[src/rtl/drive_ramp_sequencer.sv]
// Left/right motor speed sequencer: one speed code per step tick, ramp-to-stop plus dead
// time around direction reversals, and a command watchdog that ramps both channels to stop.
module drive_ramp_sequencer #(
   parameter int unsigned STEP_CYCLES = 5_000_000,
   parameter int unsigned DEAD_CYCLES = 10_000_000,
   parameter int unsigned WDOG_CYCLES = 50_000_000
) (
   input  logic       clk,
   input  logic       rst,
   input  logic       cmd_valid,
   output logic       cmd_ready,
   input  logic       cmd_dir_l,
   input  logic [1:0] cmd_spd_l,
   input  logic       cmd_dir_r,
   input  logic [1:0] cmd_spd_r,
   output logic [1:0] speed_l,
   output logic [1:0] speed_r,
   output logic       dir_l,
   output logic       dir_r,
   output logic       busy,
   output logic       wdog_trip
);

   localparam int PW = (STEP_CYCLES > 1) ? $clog2(STEP_CYCLES) : 1;
   localparam int DW = (DEAD_CYCLES > 1) ? $clog2(DEAD_CYCLES) : 1;
   localparam int WW = (WDOG_CYCLES > 1) ? $clog2(WDOG_CYCLES) : 1;
   localparam logic [PW-1:0] STEP_LAST = PW'(STEP_CYCLES - 1);
   localparam logic [DW-1:0] DEAD_LAST = DW'(DEAD_CYCLES - 1);
   localparam logic [WW-1:0] WDOG_LAST = WW'(WDOG_CYCLES - 1);
   localparam logic [WW-1:0] WDOG_PRE  = WW'(WDOG_CYCLES - 2);

   typedef enum logic [1:0] {IDLE, RAMP, DEAD} state_t;

   state_t          state, state_nx;
   logic [PW-1:0]   presc, presc_nx;
   logic [DW-1:0]   dead_cnt, dead_nx;
   logic [WW-1:0]   wdog_cnt, wdog_nx;
   logic [1:0]      tgt_spd_l, tgt_spd_r, tgt_spd_l_nx, tgt_spd_r_nx;
   logic            tgt_dir_l, tgt_dir_r, tgt_dir_l_nx, tgt_dir_r_nx;
   logic [1:0]      speed_l_nx, speed_r_nx;
   logic            dir_l_nx, dir_r_nx, ready_nx, busy_nx, trip_nx;
   logic            accept, mm_l, mm_r, tick, wdog_hit, expire;
   logic [1:0]      eff_l, eff_r;

   function automatic logic [1:0] step_toward(input logic [1:0] cur, input logic [1:0] tgt);
      if (cur < tgt)
         return cur + 2'd1;
      else if (cur > tgt)
         return cur - 2'd1;
      else
         return cur;
   endfunction

   assign accept   = cmd_valid & cmd_ready;
   assign mm_l     = (tgt_dir_l != dir_l);
   assign mm_r     = (tgt_dir_r != dir_r);
   assign eff_l    = mm_l ? 2'd0 : tgt_spd_l;
   assign eff_r    = mm_r ? 2'd0 : tgt_spd_r;
   assign tick     = (presc == STEP_LAST);
   // Expiry fires on the cycle the counter would reach its last value; an accept overrides it.
   assign wdog_hit = (WDOG_CYCLES == 0) ? 1'b0 :
                     (WDOG_CYCLES == 1) ? ~wdog_trip : (wdog_cnt == WDOG_PRE);
   assign expire   = wdog_hit & ~accept;

   always_comb begin
      state_nx     = state;
      presc_nx     = presc;
      dead_nx      = dead_cnt;
      wdog_nx      = wdog_cnt;
      tgt_spd_l_nx = tgt_spd_l;
      tgt_spd_r_nx = tgt_spd_r;
      tgt_dir_l_nx = tgt_dir_l;
      tgt_dir_r_nx = tgt_dir_r;
      speed_l_nx   = speed_l;
      speed_r_nx   = speed_r;
      dir_l_nx     = dir_l;
      dir_r_nx     = dir_r;
      trip_nx      = wdog_trip;

      if (accept)
         wdog_nx = '0;
      else if (WDOG_CYCLES != 0 && wdog_cnt != WDOG_LAST)
         wdog_nx = wdog_cnt + 1'b1;

      if (accept) begin
         trip_nx      = 1'b0;
         tgt_spd_l_nx = cmd_spd_l;
         tgt_spd_r_nx = cmd_spd_r;
         tgt_dir_l_nx = cmd_dir_l;
         tgt_dir_r_nx = cmd_dir_r;
      end else if (expire) begin
         trip_nx      = 1'b1;
         tgt_spd_l_nx = 2'd0;
         tgt_spd_r_nx = 2'd0;
         tgt_dir_l_nx = dir_l;
         tgt_dir_r_nx = dir_r;
      end

      case (state)
         IDLE: begin
            presc_nx = '0;
            if (accept && ({cmd_dir_l, cmd_spd_l, cmd_dir_r, cmd_spd_r} !=
                           {dir_l, speed_l, dir_r, speed_r}))
               state_nx = RAMP;
            else if (expire && (speed_l != 2'd0 || speed_r != 2'd0))
               state_nx = RAMP;
         end
         RAMP: begin
            presc_nx = tick ? '0 : presc + 1'b1;
            if (tick) begin
               speed_l_nx = step_toward(speed_l, eff_l);
               speed_r_nx = step_toward(speed_r, eff_r);
            end
            // Targets changing this cycle defer the exit decision to the next cycle.
            if (!accept && !expire) begin
               if ((mm_l || mm_r) && (!mm_l || speed_l == 2'd0) && (!mm_r || speed_r == 2'd0)) begin
                  state_nx = DEAD;
                  presc_nx = '0;
                  dead_nx  = '0;
               end else if (!mm_l && !mm_r && speed_l == tgt_spd_l && speed_r == tgt_spd_r) begin
                  state_nx = IDLE;
               end
            end
         end
         DEAD: begin
            dead_nx = dead_cnt + 1'b1;
            if (dead_cnt == DEAD_LAST) begin
               dir_l_nx = tgt_dir_l_nx;
               dir_r_nx = tgt_dir_r_nx;
               state_nx = RAMP;
               presc_nx = '0;
               dead_nx  = '0;
            end
         end
         default: state_nx = IDLE;
      endcase

      ready_nx = (state_nx != DEAD);
      busy_nx  = (state_nx != IDLE);
   end

   always_ff @(posedge clk or negedge rst) begin
      if (!rst) begin
         state     <= IDLE;
         presc     <= '0;
         dead_cnt  <= '0;
         wdog_cnt  <= '0;
         tgt_spd_l <= 2'd0;
         tgt_spd_r <= 2'd0;
         tgt_dir_l <= 1'b0;
         tgt_dir_r <= 1'b0;
         speed_l   <= 2'd0;
         speed_r   <= 2'd0;
         dir_l     <= 1'b0;
         dir_r     <= 1'b0;
         cmd_ready <= 1'b0;
         busy      <= 1'b0;
         wdog_trip <= 1'b0;
      end else begin
         state     <= state_nx;
         presc     <= presc_nx;
         dead_cnt  <= dead_nx;
         wdog_cnt  <= wdog_nx;
         tgt_spd_l <= tgt_spd_l_nx;
         tgt_spd_r <= tgt_spd_r_nx;
         tgt_dir_l <= tgt_dir_l_nx;
         tgt_dir_r <= tgt_dir_r_nx;
         speed_l   <= speed_l_nx;
         speed_r   <= speed_r_nx;
         dir_l     <= dir_l_nx;
         dir_r     <= dir_r_nx;
         cmd_ready <= ready_nx;
         busy      <= busy_nx;
         wdog_trip <= trip_nx;
      end
   end

endmodule

[config.mk]
export PLATFORM = sky130hd
export DESIGN_NAME = drive_ramp_sequencer
export DESIGN_NICKNAME = d
export VERILOG_FILES = /design/src/rtl/drive_ramp_sequencer.sv
export SDC_FILE = /design/constraint.sdc
export NUM_CORES = 1
export LEC_CHECK = 0
export ABC_AREA = 1
export BUFFER_PORTS_ARGS = -buffer_cell sky130_fd_sc_hd__buf_2
export CORE_MARGIN = 4
export CORE_UTILIZATION = 63
export DETAILED_ROUTE_END_ITERATION = 10
export PLACE_DENSITY_LB_ADDON = 0.2
export SYNTH_ARGS = -nofsm -noshare
export SYNTH_HDL_FRONTEND = slang
export SYNTH_SLANG_ARGS = --single-unit
export TNS_END_PERCENT = 50
[constraint.sdc]
create_clock -name clk -period 1.8 [get_ports clk]
set_input_delay 0.36 -clock clk [delete_from_list [all_inputs] [get_ports clk]]
set_output_delay 0.36 -clock clk [all_outputs]
set_load 0.005 [all_outputs]
### Yosys cells after proc, flatten, opt, wreduce, memory -nomap -nowiden

Cells that the tools add are included.

* logic and storage cells: 110
* bits of input ports: 9
* bits in registers: 90
* output and inout bits: 9

* equal/unequal tests: 15
* muxes and demuxes: 33
* add/subtract/negate cells: 7
* bitwise gates (word level): 3
* reductions and logical operators: 33
* order comparisons: 4

Operators with widths (number)
* 23-bit two-way mux: 4
* 24-bit two-way mux: 3
* 23-bit case mux with 3 select lines: 1
* 26-bit two-way mux: 2
* 24-bit case mux with 2 select lines: 1
* 2-bit two-way mux: 15
* 26-bit by 1-bit adder with 26-bit output, second input constant: 1
* 26-bit equality test, second input constant: 1
* 26-bit != test, second input constant: 1
* 24-bit by 1-bit adder with 24-bit output, second input constant: 1
* 24-bit equality test, second input constant: 1
* 23-bit by 1-bit adder with 23-bit output, second input constant: 1
* 23-bit equality test, second input constant: 1
* 2-bit nonzero test: 8
* 3-bit AND reduction: 3
* 1-bit logical AND: 8
* 2-bit != test, second input constant: 4
* 2-bit zero test: 3
* 1-bit two-way mux: 6
* 6-bit != test: 1
* 2-bit case mux with 3 select lines: 1
* 2-bit by 1-bit adder with 2-bit output, second input constant: 2
* 2-bit equality test: 2
* 2-bit greater-than comparator: 2
* other kinds (11): 22

### Longest topological paths before layout

* depth in word-level cells: 10
* gate-level depth with buffers: 12
* gate-level depth less buffers: 12

### Worst setup path after synthesis

OpenSTA, ideal clock, no wires.

* path type: register -> register
* from: register dead_cnt[0]
* to: register presc[16]
* required time: 1.678 ns
* path buffers: 1
* setup slack: 0.169 ns
* arrival time: 1.509 ns
* setup time: 0.122 ns
* clock period less this slack: 1.631 ns
* stages on the path, launching flop included: 12
* cells stage by stage: dfrtp_1 ha_1 nand2_2 inv_1 nand4_1 nor2_1 nand3_1 nand2_2 o21ai_2 buf_6 nand2_1 o21ai_2

* word-level cells in the longest chain between the ends: 3

Ends and longest elaborated chain
* from (decl): RTL line 36 `logic [DW-1:0] dead_cnt, dead_nx;`
* from (signal assigned): RTL line 162 `dead_cnt <= dead_nx;`
* 24-bit equality test: RTL line 127 `if (dead_cnt == DEAD_LAST) begin`
* 2-bit != test (no source line)
* 2-bit AND reduction (no source line)
* to (signal assigned): RTL line 161 `presc <= presc_nx;`
* to (decl): RTL line 35 `logic [PW-1:0] presc, presc_nx;`

Every way passes these cells.
A chain may end at the register's enable or synchronous reset.

### Worst setup path in the final report

* from: register dead_cnt[1]
* to: register busy

* word-level cells in the longest chain between the ends: 4

Ends and longest elaborated chain
* 24-bit equality test: RTL line 127
* 2-bit two-way mux: RTL line 127
* 2-bit case mux with 3 select lines: RTL line 99 `case (state)`
* via state_nx[1]: RTL line 34 `state_t state, state_nx;`
* 2-bit nonzero test: RTL line 139 `busy_nx = (state_nx != IDLE);`
* via busy_nx: RTL line 41 `logic dir_l_nx, dir_r_nx, ready_nx, busy_nx, trip_nx;`
* to (signal assigned): RTL line 173 `busy <= busy_nx;`
* to (decl): RTL line 20 `output logic busy,`

The timed path passes the listed nets, and every way through them passes these cells.

==> metrics <==
EDFF count, synth 0; core footprint 8850 µm²; met1 Use GR 34.8%; Main synth FF type dfrtp_1; synthesized area per cell 7.41 µm²; sequential share of the synthesized area 38.8%; num ports 18; clk_lat worst skew 370 ps; R2R setup slack 40 ps; Area contributors post-synth dfrtp_1, nand2_1, inv_1; Final period util 97.9%; pwr/cell area 1010 nW/µm²; HP Start cmd_spd_l[0]; Max Clock Freq 0.567 GHz; Synth async-reset ratio 100%; Gate Count Post-Synth 782; die width 104 µm; Iter 0 DRT Violations 450; vias per inst 5.90; CP Launch Type flip-flop; Final Hold Slack 242 ps; first-pass GRT wire length 23800 µm; H-Tree Level Count 3; slew margin rel. 68.0%; # setup viols final 0; CP max FO 7; worst min path class in2reg; Nets 868; Synth-to-Final Area Change 17.9%; Cell Rows 34; Slew Viols, Final 0; RSZ-0062 raised after global routing true; post-route antenna net violation count 0; met3 capacity usage during global routing 3.91%; max-cap viol count 0; vias in the first global route 5222; Total Power 6.93 mW; 1st-pass router iterations 6; hold worst-path end tgt_spd_l[0]; required time worst endpoint 2020 ps; Static Leak 3.08 nW; minimum clock period 1760 ps; Worst Tran Pin Value 478 ps; #FFs+latches synth 90; ant diodes 0; drt drc 0; Fill cells 598; CP arrival 1990 ps; Die Y 104 µm; HPWL after DPL 9940 µm; Reg clk slew, reported paths 90 ps; met2 Usage GRT 44.5%; reg2reg path depth 10; CTS tree yes; Peak VDD IR 0.000862 V; CTS max path bufs 2; CP Capture Type flip-flop; layout cells sized above 1 22.3%; final wirelength 15200 µm; Wirelength per Cell 15.8 µm; post-synth cell types 41; grt peak-use layer met2; status complete, no violations; RR Endpoint busy; gpl congestion 0.912; Final Hold Vio Count 0; Worst R2R Start dead_cnt[1]; pin count of the biggest net entering global routing 30; syn nets 799; Ys Warns 0; Cell Area, Synth 5800 µm²; Cell Count, Final, Fillers Out 964; Port Buffers 17; Synth top area share 38.8%; Hold Crit Depth 3; Vias 5687; grt ovf 0; Num CTS Buffers 9; Clock Skew 16.5 ps; dpl cells 924; Yosys top cell by area dfrtp_1; total clock sinks 90; Setup Crit Path Kind reg2reg; Layout Utilization 77.3%; clk root buf clkbuf_8; Starting Density 65.5%; antenna violations before repair 0; die area 10800 µm²; GRT Util Overall 26.2%
==> registers in the layout, summed over array words and instances, names as in the netlist <==
register and count:
state 2, dir_r 1, tgt_spd_l 2, speed_r 2, tgt_spd_r 2, wdog_trip 1, dead_cnt 24, tgt_dir_r 1
cmd_ready 1, presc 23, wdog_cnt 26, dir_l 1, busy 1, tgt_dir_l 1, speed_l 2
==> cells by family (layout without fill, tap and decap cells) <==
logic type	count (synthesis)	after routing	share of synthesized area, %
adders and majority gates	8	8	1.73
buffers and inverters	120	188	8.61
AOI/OAI and AO/OA	96	98	10.1
and+or+nand+nor	439	443	36.3
xor gates and xnor gates	29	29	4.38
DFF	90	90	38.8
==> power by group <==
| group | leakage [nW] | total (mW) | switching, mW | internal, mW |
|---|---|---|---|---|
| sequential | 1.21 | 2.73 | 0.386 | 2.35 |
| clock | 0.107 | 1.52 | 0.742 | 0.782 |
| combinational | 1.76 | 2.67 | 1.68 | 0.993 |
| total | 3.08 | 6.93 | 2.81 | 4.12 |
==> worst max-delay path by stage <==
stage                 from            to  cells past startpoint
2_1_floorplan  dead_cnt[0]     presc[16]                     11
3_3_place_gp      presc[1]     presc[18]                     10
3_5_place_dp   dead_cnt[1]      presc[2]                     10
4_1_cts           presc[1]     presc[18]                     10
5_1_grt        dead_cnt[1]  dead_cnt[10]                      9
6_report       dead_cnt[1]          busy                     10
==> worst max-delay path: stages (launching register included) <==
cell,delay (ps)
dfrtp_1,380
ha_2,220
nand2_2,60
inv_1,80
nand4_1,120
nor2_2,170
nand3_2,100
nand2_4,200
nand2_2,90
inv_2,70
nand4_1,130
==> what timing repair did <==
action / CTS / global route
gates cloned: 0 / 7
hold buffers: 1 / 0
hold endpoints to repair: 26 / 0
buffers inserted: 0 / 16
pin swaps: 0 / 22
resized for setup: 2 / 64
endpoints found under the setup margin: 27 / 62
==> through the flow <==
stage	TNS, ps	instance area, µm²	setup slack (ps)
global route	-1290	6840	-68.0
global placement	0	6160	50.8
detailed placement	-212	6160	-32.7
CTS	-1.52	6390	-1.52
finish	0	6840	37.1
floorplan	0	5800	169
==> area by class of cell <==
cell class                 instances  area (µm²)  share of cell area (%)
inverter                         110         418                    6.11
timing repair buffer              62         485                    7.10
tap                              108         135                    1.98
clock buffer                      11         131                    1.92
multi-input combinational        578        3330                    48.7
clock inverter                     5        78.8                    1.15
sequential                        90        2260                    33.0
==> cell usage in the layout, fill, tap and decap left out, drive strengths merged, types with 12 or more instances in the layout <==
cell type	count
o21ai	73
buf	60
dfrtp	90
nand3	74
nor3	24
nand2	207
clkbuf	12
inv	109
nor2	90
xor2	24
nand4	39
==> metal layers <==
metal | vias up | routed length (µm)
met5 | - | 0
met4 | 0 | 280
li1 | 2702 | -
met3 | 32 | 1160
met2 | 286 | 7480
met1 | 2667 | 6320
==> cells in the mapped netlist, drive strengths merged (2+ instances only) <==
cell      n
a21oi    10
ha        8
inv     109
o21bai    3
buf       7
nor3     24
clkbuf    3
o22ai     5
nor4      2
o21ai    71
a31oi     4
nor2     90
nand3    73
nand2   204
nor3b     3
dfrtp    90
nand4    39
xor2     24
xnor2     5
or2       4
(Power assumes the default switching activity.)
